**config.mk**
```make
export PLATFORM = sky130hd
export DESIGN_NAME = wb_data_mux_pipe
export DESIGN_NICKNAME = d
export VERILOG_FILES = /design/src/rtl/wb_data_mux_pipe.sv
export SDC_FILE = /design/constraint.sdc
export NUM_CORES = 1
export LEC_CHECK = 0
export BUFFER_PORTS_ARGS = -buffer_cell sky130_fd_sc_hd__buf_2
export CORE_AREA = 3 3 119 121
export CTS_CLUSTER_SIZE = 12
export DETAILED_ROUTE_END_ITERATION = 8
export DIE_AREA = 0 0 122 124
export PLACE_DENSITY_LB_ADDON = 0.15
export SYNTH_ARGS = -nofsm -noshare
export SYNTH_HDL_FRONTEND = slang
export SYNTH_SLANG_ARGS = --single-unit
```
**constraint.sdc**
```tcl
create_clock -name clk -period 2.3 [get_ports clk]
set_clock_uncertainty 0.2 [all_clocks]
set_input_delay 0 -clock clk [delete_from_list [all_inputs] [get_ports clk]]
set_output_delay 0 -clock clk [all_outputs]
set_load 0.02 [all_outputs]
```
**src/rtl/wb_data_mux_pipe.sv**
```systemverilog
// rtl/wb_data_mux_pipe.sv - registered write-back source selector with a 2-entry skid queue
module wb_data_mux_pipe #(
  parameter int DATA_W  = 32,
  parameter int NUM_SRC = 8,
  parameter int SEL_W   = 3,
  parameter int ADDR_W  = 5
) (
  input  logic                        clk,
  input  logic                        reset_n,
  input  logic [NUM_SRC*DATA_W-1:0]   src_data,
  input  logic [SEL_W-1:0]            in_sel,
  input  logic [ADDR_W-1:0]           in_addr,
  input  logic                        in_valid,
  output logic                        in_ready,
  input  logic                        flush,
  output logic [DATA_W-1:0]           out_data,
  output logic [ADDR_W-1:0]           out_addr,
  output logic                        out_we,
  output logic                        out_valid,
  input  logic                        out_ready,
  output logic                        sel_err,
  input  logic                        err_clr,
  output logic [1:0]                  count
);

  logic [DATA_W-1:0] skid_data;
  logic [ADDR_W-1:0] skid_addr;
  logic              skid_we;
  logic              skid_valid;

  logic [DATA_W-1:0] new_data;
  logic              new_we;
  logic              sel_ok;
  logic              accept;
  logic              pop;

  // The skid slot is only ever occupied behind a valid head, so it alone marks "full".
  assign in_ready = ~skid_valid;
  assign count    = {skid_valid, out_valid & ~skid_valid};
  assign accept   = in_valid & in_ready & ~flush;
  assign pop      = out_valid & out_ready & ~flush;

  always_comb begin
    new_data = '0;
    sel_ok   = 1'b0;
    for (int k = 0; k < NUM_SRC; k++) begin
      if (in_sel == SEL_W'(k)) begin
        new_data = src_data[k*DATA_W +: DATA_W];
        sel_ok   = 1'b1;
      end
    end
    new_we = sel_ok & (in_addr != '0);
  end

  always_ff @(posedge clk or negedge reset_n) begin
    if (!reset_n) begin
      out_data   <= '0;
      out_addr   <= '0;
      out_we     <= 1'b0;
      out_valid  <= 1'b0;
      skid_data  <= '0;
      skid_addr  <= '0;
      skid_we    <= 1'b0;
      skid_valid <= 1'b0;
      sel_err    <= 1'b0;
    end else begin
      // A new bad select outranks a simultaneous clear.
      if (accept && !sel_ok) begin
        sel_err <= 1'b1;
      end else if (err_clr) begin
        sel_err <= 1'b0;
      end

      if (flush) begin
        out_valid  <= 1'b0;
        skid_valid <= 1'b0;
      end else if (pop) begin
        if (skid_valid) begin
          out_data   <= skid_data;
          out_addr   <= skid_addr;
          out_we     <= skid_we;
          skid_valid <= 1'b0;
        end else if (accept) begin
          out_data <= new_data;
          out_addr <= in_addr;
          out_we   <= new_we;
        end else begin
          out_valid <= 1'b0;
        end
      end else if (accept) begin
        if (!out_valid) begin
          out_data  <= new_data;
          out_addr  <= in_addr;
          out_we    <= new_we;
          out_valid <= 1'b1;
        end else begin
          skid_data  <= new_data;
          skid_addr  <= in_addr;
          skid_we    <= new_we;
          skid_valid <= 1'b1;
        end
      end
    end
  end

endmodule

```
# Word-level counts from Yosys, hierarchy flattened
# Cells that the tools add are included.
[word_totals] reg_bits=79 in_bits=270 out_inout_bits=43 wordCells=83
[op_classes] eq_ne=10 muxes=42 bitwise_logic=9 n_reduce_logical=13
[ops] operator="32-bit two-way mux" count=13
[ops] operator="5-bit two-way mux" count=5
[ops] operator="1-bit two-way mux" count=24
[ops] operator="3-bit equality test, second input constant" count=4
[ops] operator="4-bit AND reduction" count=2
[ops] operator="1-bit bitwise AND" count=6
[ops] operator="3-bit by 2-bit equality test with 1-bit output, second input constant" count=2
[ops] operator="3-bit inequality test, second input constant" count=2
[ops] operator="2-bit nonzero test" count=3
[ops] operator="3-bit nonzero test" count=2
[ops] operator="5-bit nonzero test" count=1
[ops] operator="3-bit by 1-bit equality test with 1-bit output, second input constant" count=1
[ops] operator="3-bit logical NOT" count=1
[ops] operator="1-bit inverter" count=3
[ops] operator="3-bit AND reduction" count=1
[ops] operator="2-bit by 1-bit inequality test with 1-bit output, second input constant" count=1
[ops] operator="2-bit AND reduction" count=1
[ops] operator="1-bit logical AND" count=1
[ops] operator="1-bit logical NOT" count=1

# Depth between registers and ports, before layout
# Gate-level depths: netlist of run 1.
[logic_depth] word_depth=13 depth_mapped=7 mapped_depth_nobuf=5

# Worst setup path before layout of run 1
# OpenSTA, ideal clock, no wires.
[synth_path] path_kind="reg2reg" start="register skid_valid" end="register out_data[14]" setup_time_ps=125 t_arrival_ps=1553 required_time_ps=1975 slack_ps=422 path_stages_with_launch=8 n_path_buf=2 synth_period_minus_slack_ps=1878 path_cell_list="dfrtp_1 inv_2 nor2_1 a2111o_1 buf_2 clkbuf_1 a22oi_1 o21ai_2"
[synth_between] elab_chain_len=5 word_cells_on_any_way=8 classes_between="2 x mux; 3 x bitwise; 3 x reduce/logical"
[synth_rtl] element="from (decl)" line="29" text="logic skid_valid;"
[synth_rtl] element="from (signal assigned)" line="64" text="skid_valid <= 1'b0;"
[synth_rtl] element="from (signal assigned)" line="76" text="skid_valid <= 1'b0;"
[synth_rtl] element="from (signal assigned)" line="82" text="skid_valid <= 1'b0;"
[synth_rtl] element="1-bit inverter (*)" line="38" text="assign in_ready = ~skid_valid;"
[synth_rtl] element="via in_ready" line="14" text="output logic in_ready,"
[synth_rtl] element="1-bit bitwise AND (*) (2 in series)" line="40" text="assign accept = in_valid & in_ready & ~flush;"
[synth_rtl] element="2-bit nonzero test (no line)"
[synth_rtl] element="4-bit AND reduction (no line) (*)"
[synth_rtl] element="to (signal assigned)" line="79" text="out_data <= skid_data;"
[synth_rtl] element="to (signal assigned)" line="84" text="out_data <= new_data;"
[synth_rtl] element="to (signal assigned)" line="92" text="out_data <= new_data;"
[synth_rtl] element="to (decl)" line="16" text="output logic [DATA_W-1:0] out_data,"
# Mark *: on every way through the listed nets, which the timed path passes. The rest lies on a longest branch.
# A chain may end at the register's enable or synchronous reset.

# Worst setup path in the final report of run 1
[layout_path] start="register skid_valid" end="register out_data[29]"
[layout_between] elab_chain_len=5 word_cells_on_any_way=8 classes_between="2 x mux; 3 x bitwise; 3 x reduce/logical"
[layout_rtl] element="1-bit inverter" line="38"
[layout_rtl] element="1-bit bitwise AND (2 in series)" line="40"
[layout_rtl] element="2-bit nonzero test (no line)"
[layout_rtl] element="4-bit AND reduction (no line)"
# Parallel ways exist; a longest one is shown, timed or not.

==> metrics.md, run 1 <==
| Metric | Value |
|---|---|
| Final Total Pwr | 5200 uW |
| Buffer count from post-CTS setup fixing | 0 |
| DRT antenna net count | 0 |
| Seq/Total Area, Yosys | 0.354 |
| Adder-cell share of the synthesized area | 0 |
| NumNets Final | 1152 |
| Req. time, crit path | 2350 ps |
| First-pass GRT wire length | 32200 um |
| Area growth, synth to finish | 43.5% |
| Post-DP Area | 7310 um2 |
| Final setup TNS | 0 ps |
| TritonCTS Buffers | 9 |
| Layout cells sized above 1 | 0.454 |
| Grt total ovfl | 0 |
| Simple-Gate Fraction of Synth Area | 0.0629 |
| Relative slew slack | 0.430 |
| Final period util | 0.923 |
| Maximum fanout along the worst path | 26 |
| Total GRT Usage | 0.274 |
| Mapped cell area | 5590 um2 |
| Pre-Repair DR Iteration Count | 5 |
| Row count | 42 |
| CTS Hold Bufs | 36 |
| 1st-iter DRT viols | 495 |
| Multiplexer share of the synthesized area | 0.204 |
| Gp weighted congestion | 0.953 |
| Post-Layout Inst Area | 8020 um2 |
| Area of the die | 15100 um2 |
| Status | finished, final reports clean |
| Final Hold Fails | 0 |
| Synthesized flop and latch total | 79 |
| Largest family of logic cells by synthesized area | compound AO/OA/AOI/OAI gates |
| Routed Wire Length | 21700 um |
| Distinct cells, synth | 40 |
| CP Launch Type | flip-flop |
| Final min period | 2120 ps |
| Tightest Pin Transition | 854 ps |
| Vias in the first global route | 6073 |
| Clock Pin Slew Worst Setup and Hold Paths | 60 ps |
| Area fraction of the dominant cell type after synthesis | 0.354 |
| Leading area contributor after synthesis | dfrtp_1 |
| Leakage | 0.00386 uW |
| Worst IR Drop VDD | 381 uV |
| RSZ-0062 raised after global routing | no |
| Clock buffer depth | 2 |
| Final setup violation count | 0 |
| Synth Area in Compound Gates | 0.320 |
| Power Density | 649 nW/um2 |
| I/O Pins | 313 |
| Syn avg cell area | 9.92 um2 |
| Mapped Nets | 833 |
| Synth Flop Type | dfrtp_1 |
| Resize count post-CTS | 0 |
| Post-synth ARST share | 1.00 |
| Min-delay worst type | primary input to flip-flop |
| Initial antenna violation count | 3 |
| Core area | 13200 um2 |
| H-tree Lvls | 3 |
| Initial Util | 0.424 |
| WS Path Type | flip-flop to flip-flop |
| Max Freq | 471 MHz |
| DRC viols | 0 |
| Largest net degree at the start of global routing | 71 |
| Max Cap Violations | 0 |
| Die H | 124 um |
| Num Clock Sinks | 79 |
| Post-Synth XOR/XNOR Area | 0 |
| Area contributors post-synth | dfrtp_1 35%, mux4_2 11%, mux2i_1 7.3%, a21oi_1 5.6%, o21ai_1 5.2% |
| Final slew viol count | 0 |
| FILL cells | 1126 |
| Wirelength per Cell | 20.4 um |
| Detailed placement HPWL | 17000 um |
| Critical Path AT | 2170 ps |
| Syn Inst Count | 563 |
| Final Util | 0.608 |
| Yosys warns | 0 |
| CP Capture Type | flip-flop |
| Latest clock arrival within the worst-skew pair | 330 ps |
| Input/output buffers | 312 |
| CTS Root Buffer Type | clkbuf_16 |
| Die W | 122 um |
| CTS tree | yes |
| Via count | 6299 |
| Via-to-Cell Ratio | 5.92 |
| Post-synth EDFFs | 0 |
[per-stage QoR]
stage,hold slack [ps],setup WS [ps],std cells
5_1_grt,31.0,16.3,1064
6_report,9.88,177,1064
3_5_place_dp,-153,198,1011
4_1_cts,0.779,194,1062
3_3_place_gp,-151,268,1011
2_1_floorplan,-496,422,563
[where the power goes]
part / switching [uW] / total (uW) / internal [uW]
clock network: 537 / 1590 / 1060
registers: 209 / 1940 / 1730
logic: 908 / 1670 / 760
[metal layers]
layer,wire (um),vias up,part of all wire,global-route usage
met5,76,-,0.0035,0.0347
met4,408,4,0.019,0.0791
met3,1790,32,0.082,0.0590
met2,10500,327,0.48,0.435
met1,8940,3057,0.41,0.376
li1,-,2879,-,-
[path summary, 6_finish.rpt]
kind / start / end / slack (ps) / cells after the start
max in group asynchronous: reset_n / skid_data[21] / 1280 / 3
worst max-delay path: skid_valid / out_data[29] / 180 / 5
min in group asynchronous: reset_n / out_addr[1] / 20 / 2
worst max register to register: skid_valid / out_data[29] / 180 / 5
worst min-delay path: src_data[58] / skid_data[26] / 10 / 5
worst min register to register: skid_data[18] / skid_data[18] / 280 / 1
[synthesized netlist by cell type, drive strengths merged (6+ instances only)]
cell type  instances
o2bb2ai           28
clkbuf            22
a221oi            26
o22ai             26
a22oi             26
buf               38
a21oi             63
o21ai             68
mux2               9
mux2i             41
a21o              12
nand2             39
a311oi             6
dfrtp             79
mux4              28
nor2              15
[cells by family (layout without fill, tap and decap cells)]
logic type	count (synthesis)	count (layout)
AOI/OAI and AO/OA	267	267
buffers and inverters	65	388
DFF	79	79
muxes	78	78
other	0	2
and+or+nand+nor	74	74
[final cells by class]
type	count	area, um2	share of cell area
multi-input cells	419	3280	0.409
repair buffers	368	2180	0.272
flip-flops and latches	79	1980	0.247
clock buffers	10	229	0.0286
well taps	176	220	0.0275
clock inverters	5	106	0.0133
inverters	5	18.8	0.00234
diodes	2	5.00	0.000624
[critical path: stages, from the launching register on]
cell and delay, ps:
dfrtp_1 460, inv_2 120, nor2_1 40, a2111o_2 620, nand2b_4 370, o21ai_1 220
[sequential cells by signal (all words and copies together) (netlist names)]
signal,cells
out_data,32
skid_data,32
skid_valid,1
sel_err,1
out_valid,1
skid_addr,5
skid_we,1
out_we,1
out_addr,5
[cell usage in the layout (no fill, tap or decap), drive strengths merged, types with 28 or more instances in the layout]
cell type      n
buf          332
o2bb2ai       28
mux2i         41
nand2         39
a21oi         63
o21ai         68
mux4          28
dlygate4sd3   36
dfrtp         79
Power figures use the tool's default switching activity.
==> inputs of run 2 (changes only) <==
==> constraint.sdc (replaced) <==
create_clock -name clk -period 2.3 [get_ports clk]
set_clock_uncertainty 0.2 [all_clocks]
set_input_delay 0.345 -clock clk [delete_from_list [all_inputs] [get_ports clk]]
set_output_delay 0.345 -clock clk [all_outputs]
set_load 0.02 [all_outputs]
==> metrics.md, run 2 (synthesis gave the netlist of run 1 again) <==
| Metric | Value |
|---|---|
| Final setup violation count | 0 |
| WS Path Type | flip-flop to flip-flop |
| Tightest Pin Transition | 537 ps |
| Vias in the first global route | 6019 |
| Input/output buffers | 312 |
| I/O Pins | 313 |
| Final setup TNS | 0 ps |
| Wirelength per Cell | 21.5 um |
| Initial antenna violation count | 1 |
| Critical Path AT | 2150 ps |
| CTS Root Buffer Type | clkbuf_16 |
| TritonCTS Buffers | 9 |
| 1st-iter DRT viols | 459 |
| Clock buffer depth | 2 |
| Most common cell after layout, fill and taps aside | buf_2 |
| Worst IR Drop VDD | 446 uV |
| Pre-Repair DR Iteration Count | 5 |
| Via count | 6182 |
| Worst Reg2Reg Path Length in Cells | 5 |
| CTS tree | yes |
| Leakage | 0.00377 uW |
| FILL cells | 1155 |
| Status | finished, final reports clean |
| Clock Pin Slew Worst Setup and Hold Paths | 60 ps |
| Max Freq | 473 MHz |
| Final Util | 0.590 |
| CP Launch Type | flip-flop |
| Reg-to-Reg Start | skid_valid |
| Worst setup path endpoint | out_data[28] |
| Routed Wire Length | 22300 um |
| DRT antenna net count | 0 |
| Final period util | 0.919 |
| RR Endpoint | out_data[28] |
| H-tree Lvls | 3 |
| Max Cap Violations | 0 |
| CP Capture Type | flip-flop |
| Largest net degree at the start of global routing | 65 |
| Detailed placement HPWL | 17900 um |
| Most frequent cells in the layout | 310 x buf_2, 79 x dfrtp_1, 63 x a21oi_1 |
| NumNets Final | 1126 |
| Register area | 1980 um2 |
| Final Hold Fails | 0 |
| Buffer count from post-CTS setup fixing | 0 |
| Top flop regs | out_data: 32 flops, skid_data: 32 flops |
| Via-to-Cell Ratio | 5.96 |
| Relative slew slack | 0.642 |
| Setup slack, reg-to-reg | 190 ps |
| Req. time, crit path | 2340 ps |
| Final min period | 2110 ps |
| Latest clock arrival within the worst-skew pair | 320 ps |
| Area occupied by multi-input gates | 3280 um2 |
| Hold_ws | 23.9 ps |
| Num Clock Sinks | 79 |
| Min-delay worst type | primary input to flip-flop |
| Power Density | 655 nW/um2 |
| Maximum fanout along the worst path | 26 |
| Layout cells sized above 1 | 0.477 |
| DRC viols | 0 |
| Die H | 124 um |
| Total GRT Usage | 0.283 |
| Area growth, synth to finish | 39.3% |
| RSZ-0062 raised after global routing | no |
| Grt total ovfl | 0 |
| First-pass GRT wire length | 32900 um |
| Core area | 13200 um2 |
| Gp weighted congestion | 0.984 |
| Row count | 42 |
| Initial Util | 0.424 |
| Final slew viol count | 0 |
| Crit path from | skid_valid |
| Area of the die | 15100 um2 |
| Die W | 122 um |
## run 2: cell count changes in the layout (fill, tap and decap cells not counted)
cell	delta
buf_12	+5
buf_4	+3
bufinv_16	-1
clkbuf_1	-1
clkbuf_8	+2
dlygate4sd3_1	-34
inv_6	-1
## run 2: layout make-up
type | count | share of cell area
diodes | 2 | 0.000643
clock buffers | 11 | 0.0325
clock inverters | 3 | 0.00868
inverters | 5 | 0.00241
multi-input cells | 419 | 0.422
flip-flops and latches | 79 | 0.254
well taps | 176 | 0.0283
repair buffers | 342 | 0.252
## run 2: power breakdown
group | switching (uW) | internal [uW] | total [uW]
Combinational | 909 | 740 | 1650
Sequential | 213 | 1730 | 1940
Clock | 511 | 996 | 1510
## run 2: worst max-delay path: stages, from the launching register on
cell and delay, ps:
dfrtp_1 450, inv_2 110, nor2_1 40, a2111o_2 610
nand2b_4 380, o21ai_1 230
## run 2: timing repair
action / in CTS / in global routing
hold buffers: 2 / 0
hold endpoints to repair: 37 / 0
resized for setup: 0 / 0
## run 2: metal layers
metal / routed length (um) / global-route usage
met1: 9270 / 0.394
met2: 10500 / 0.436
met3: 1930 / 0.0708
met4: 590 / 0.0903
met5: 0 / 0
## run 2: worst min path at each step
stage          startpoint     endpoint  slack [ps]  depth (start not counted)
3_5_place_dp      reset_n  out_addr[0]         160                          1
4_1_cts             flush   skid_valid           9                          2
5_1_grt             flush   skid_valid          10                          2
6_report            flush   skid_valid          20                          2
3_3_place_gp      reset_n  out_addr[2]         150                          1
2_1_floorplan     reset_n  out_addr[0]        -150                          0
## run 2: through the flow
step / setup WS (ps) / total power, uW / cell area [um2] / std cells
CTS: 191 / 5130 / 7780 / 1035
detailed placement: 185 / 3600 / 7440 / 1019
global placement: 200 / 3560 / 7440 / 1019
floorplan: 398 / 2860 / 5590 / 563
finish: 187 / 5100 / 7780 / 1037
global route: 58.7 / 5390 / 7780 / 1036
==> inputs of run 3 (changes only) <==
--- a/config.mk
+++ b/config.mk
@@ -10,6 +10,7 @@
 export CTS_CLUSTER_SIZE = 12
 export DETAILED_ROUTE_END_ITERATION = 8
 export DIE_AREA = 0 0 122 124
+export GPL_TIMING_DRIVEN = 0
 export PLACE_DENSITY_LB_ADDON = 0.15
 export SYNTH_ARGS = -nofsm -noshare
 export SYNTH_HDL_FRONTEND = slang
==> metrics.md, run 3 (synthesis gave the netlist of run 1 again) <==
| Metric | Value |
|---|---|
| Tightest Pin Transition | 689 ps |
| Delay-heaviest family, CP | buffers and inverters |
| Crit path buffers/inverters | 3 |
| Die H | 124 um |
| Power Density | 639 nW/um2 |
| Input/output buffers | 311 |
| CTS Root Buffer Type | clkbuf_16 |
| Final slew viol count | 0 |
| Pre-Repair DR Iteration Count | 5 |
| Crit path from | in_sel[1] |
| Crit path cell chain | buf_2 -> buf_2 -> clkbuf_1 -> mux4_2 -> o22ai_1 -> o21ai_1 |
| Grt total ovfl | 0 |
| Max Cap Violations | 0 |
| Hold path start | flush |
| Hold_ws | 22.5 ps |
| Via count | 6459 |
| Worst Reg2Reg Path Length in Cells | 7 |
| Final min period | 2100 ps |
| Most used cell, CP | buf_2 |
| Die W | 122 um |
| CP Capture Type | flip-flop |
| Via-to-Cell Ratio | 6.03 |
| CP max-delay cell | clkbuf_1 |
| Most common cell after layout, fill and taps aside | buf_2 |
| TritonCTS Buffers | 9 |
| Initial antenna violation count | 8 |
| First-pass GRT wire length | 36100 um |
| RSZ-0062 raised after global routing | no |
| DRT antenna net count | 0 |
| Final setup violation count | 0 |
| Vias in the first global route | 6403 |
| Largest net degree at the start of global routing | 53 |
| Area of the die | 15100 um2 |
| Hold Path Stages | 2 |
| Slowest stage delay, CP | 550 ps |
| Routed Wire Length | 24400 um |
| Area growth, synth to finish | 37.9% |
| Crit path depth | 6 |
| Status | finished, final reports clean |
| FILL cells | 1216 |
| Final period util | 0.912 |
| H-tree Lvls | 3 |
| Non-Filler Instances | 1072 |
| Maximum fanout along the worst path | 10 |
| Layout cells sized above 1 | 0.463 |
| Detailed placement HPWL | 20400 um |
| Num Clock Sinks | 79 |
| Worst IR Drop VDD | 373 uV |
| Req. time, crit path | 2290 ps |
| Max Freq | 477 MHz |
| Worst slack, placed | -143 ps |
| WS Path Type | primary input to flip-flop |
| Clock buffer depth | 2 |
| Clock Pin Slew Worst Setup and Hold Paths | 50 ps |
| Reg-to-Reg Start | skid_valid |
| DRC viols | 0 |
| Min-delay worst type | primary input to flip-flop |
| Dpl cells | 1051 |
| CTS tree | yes |
| CP Launch Type | primary input |
| Relative slew slack | 0.540 |
| Top flop regs | out_data: 32 flops, skid_data: 32 flops |
| NumNets Final | 1158 |
| 1st-iter DRT viols | 498 |
| Most frequent cells in the layout | 333 x buf_2, 79 x dfrtp_1, 63 x a21oi_1 |
| I/O Pins | 313 |
| Core area | 13200 um2 |
| Latest clock arrival within the worst-skew pair | 330 ps |
| Final Util | 0.584 |
| Setup ws final | 202 ps |
| Gp weighted congestion | 0.977 |
| Final Total Pwr | 4920 uW |
| Critical Path AT | 2090 ps |
| Initial Util | 0.424 |
| Row count | 42 |
| Leakage | 0.00374 uW |
| Wirelength per Cell | 22.7 um |
| Final Hold Fails | 0 |
| Total GRT Usage | 0.316 |
-- run 3: worst register-to-register path, stage by stage (launching register included) --
cell and delay, ps:
dfrtp_1 460, inv_2 120, nor2_1 40, a2111o_1 380, buf_2 160, clkbuf_1 250
a22oi_1 240, o21ai_2 70
-- run 3: where the power goes --
| part | total (uW) | switching, uW | internal, uW | leakage (uW) |
|---|---|---|---|---|
| combinational | 1660 | 937 | 719 | 0.00262 |
| clock | 1340 | 508 | 830 | 0.000135 |
| sequential | 1930 | 197 | 1730 | 0.000990 |
-- run 3: layer usage --
layer	up-vias	global-route usage	wire length, um
li1	2889	-	-
met1	3165	0.415	9660
met2	340	0.508	11700
met3	57	0.0786	2220
met4	8	0.113	714
met5	-	0	46
-- run 3: what timing repair did --
action                                 4_1_cts  5_1_grt
resized for setup                            0        0
endpoints found under the hold margin       28        0
hold buffers                                 2        0
buffers inserted                             0        0
-- run 3: worst paths after layout --
| path | endpoint | slack, ps |
|---|---|---|
| setup / recovery | skid_data[23] | 200 |
| min in group asynchronous | out_addr[0] | 290 |
| max in group asynchronous | skid_data[24] | 1040 |
| hold / removal | skid_valid | 20 |
| hold reg to reg | out_data[2] | 280 |
| setup reg to reg | out_data[14] | 270 |
-- run 3: final cells by class --
class | count | area, um2 | share of cell area
diodes | 4 | 10.0 | 0.00130
plain buffers | 60 | 310 | 0.0403
clock buffers | 11 | 233 | 0.0302
clock inverters | 4 | 47.5 | 0.00617
inverters | 5 | 18.8 | 0.00244
multi-input cells | 419 | 3280 | 0.426
flip-flops and latches | 79 | 1980 | 0.257
well taps | 176 | 220 | 0.0286
repair buffers | 314 | 1610 | 0.209
-- run 3: per-stage QoR --
stage / instance area [um2] / setup TNS, ps
after floorplan: 5590 / 0
after global placement: 7360 / -892
after detailed placement: 7390 / -1750
after CTS: 7690 / 0
after global routing: 7700 / 0
final: 7700 / 0
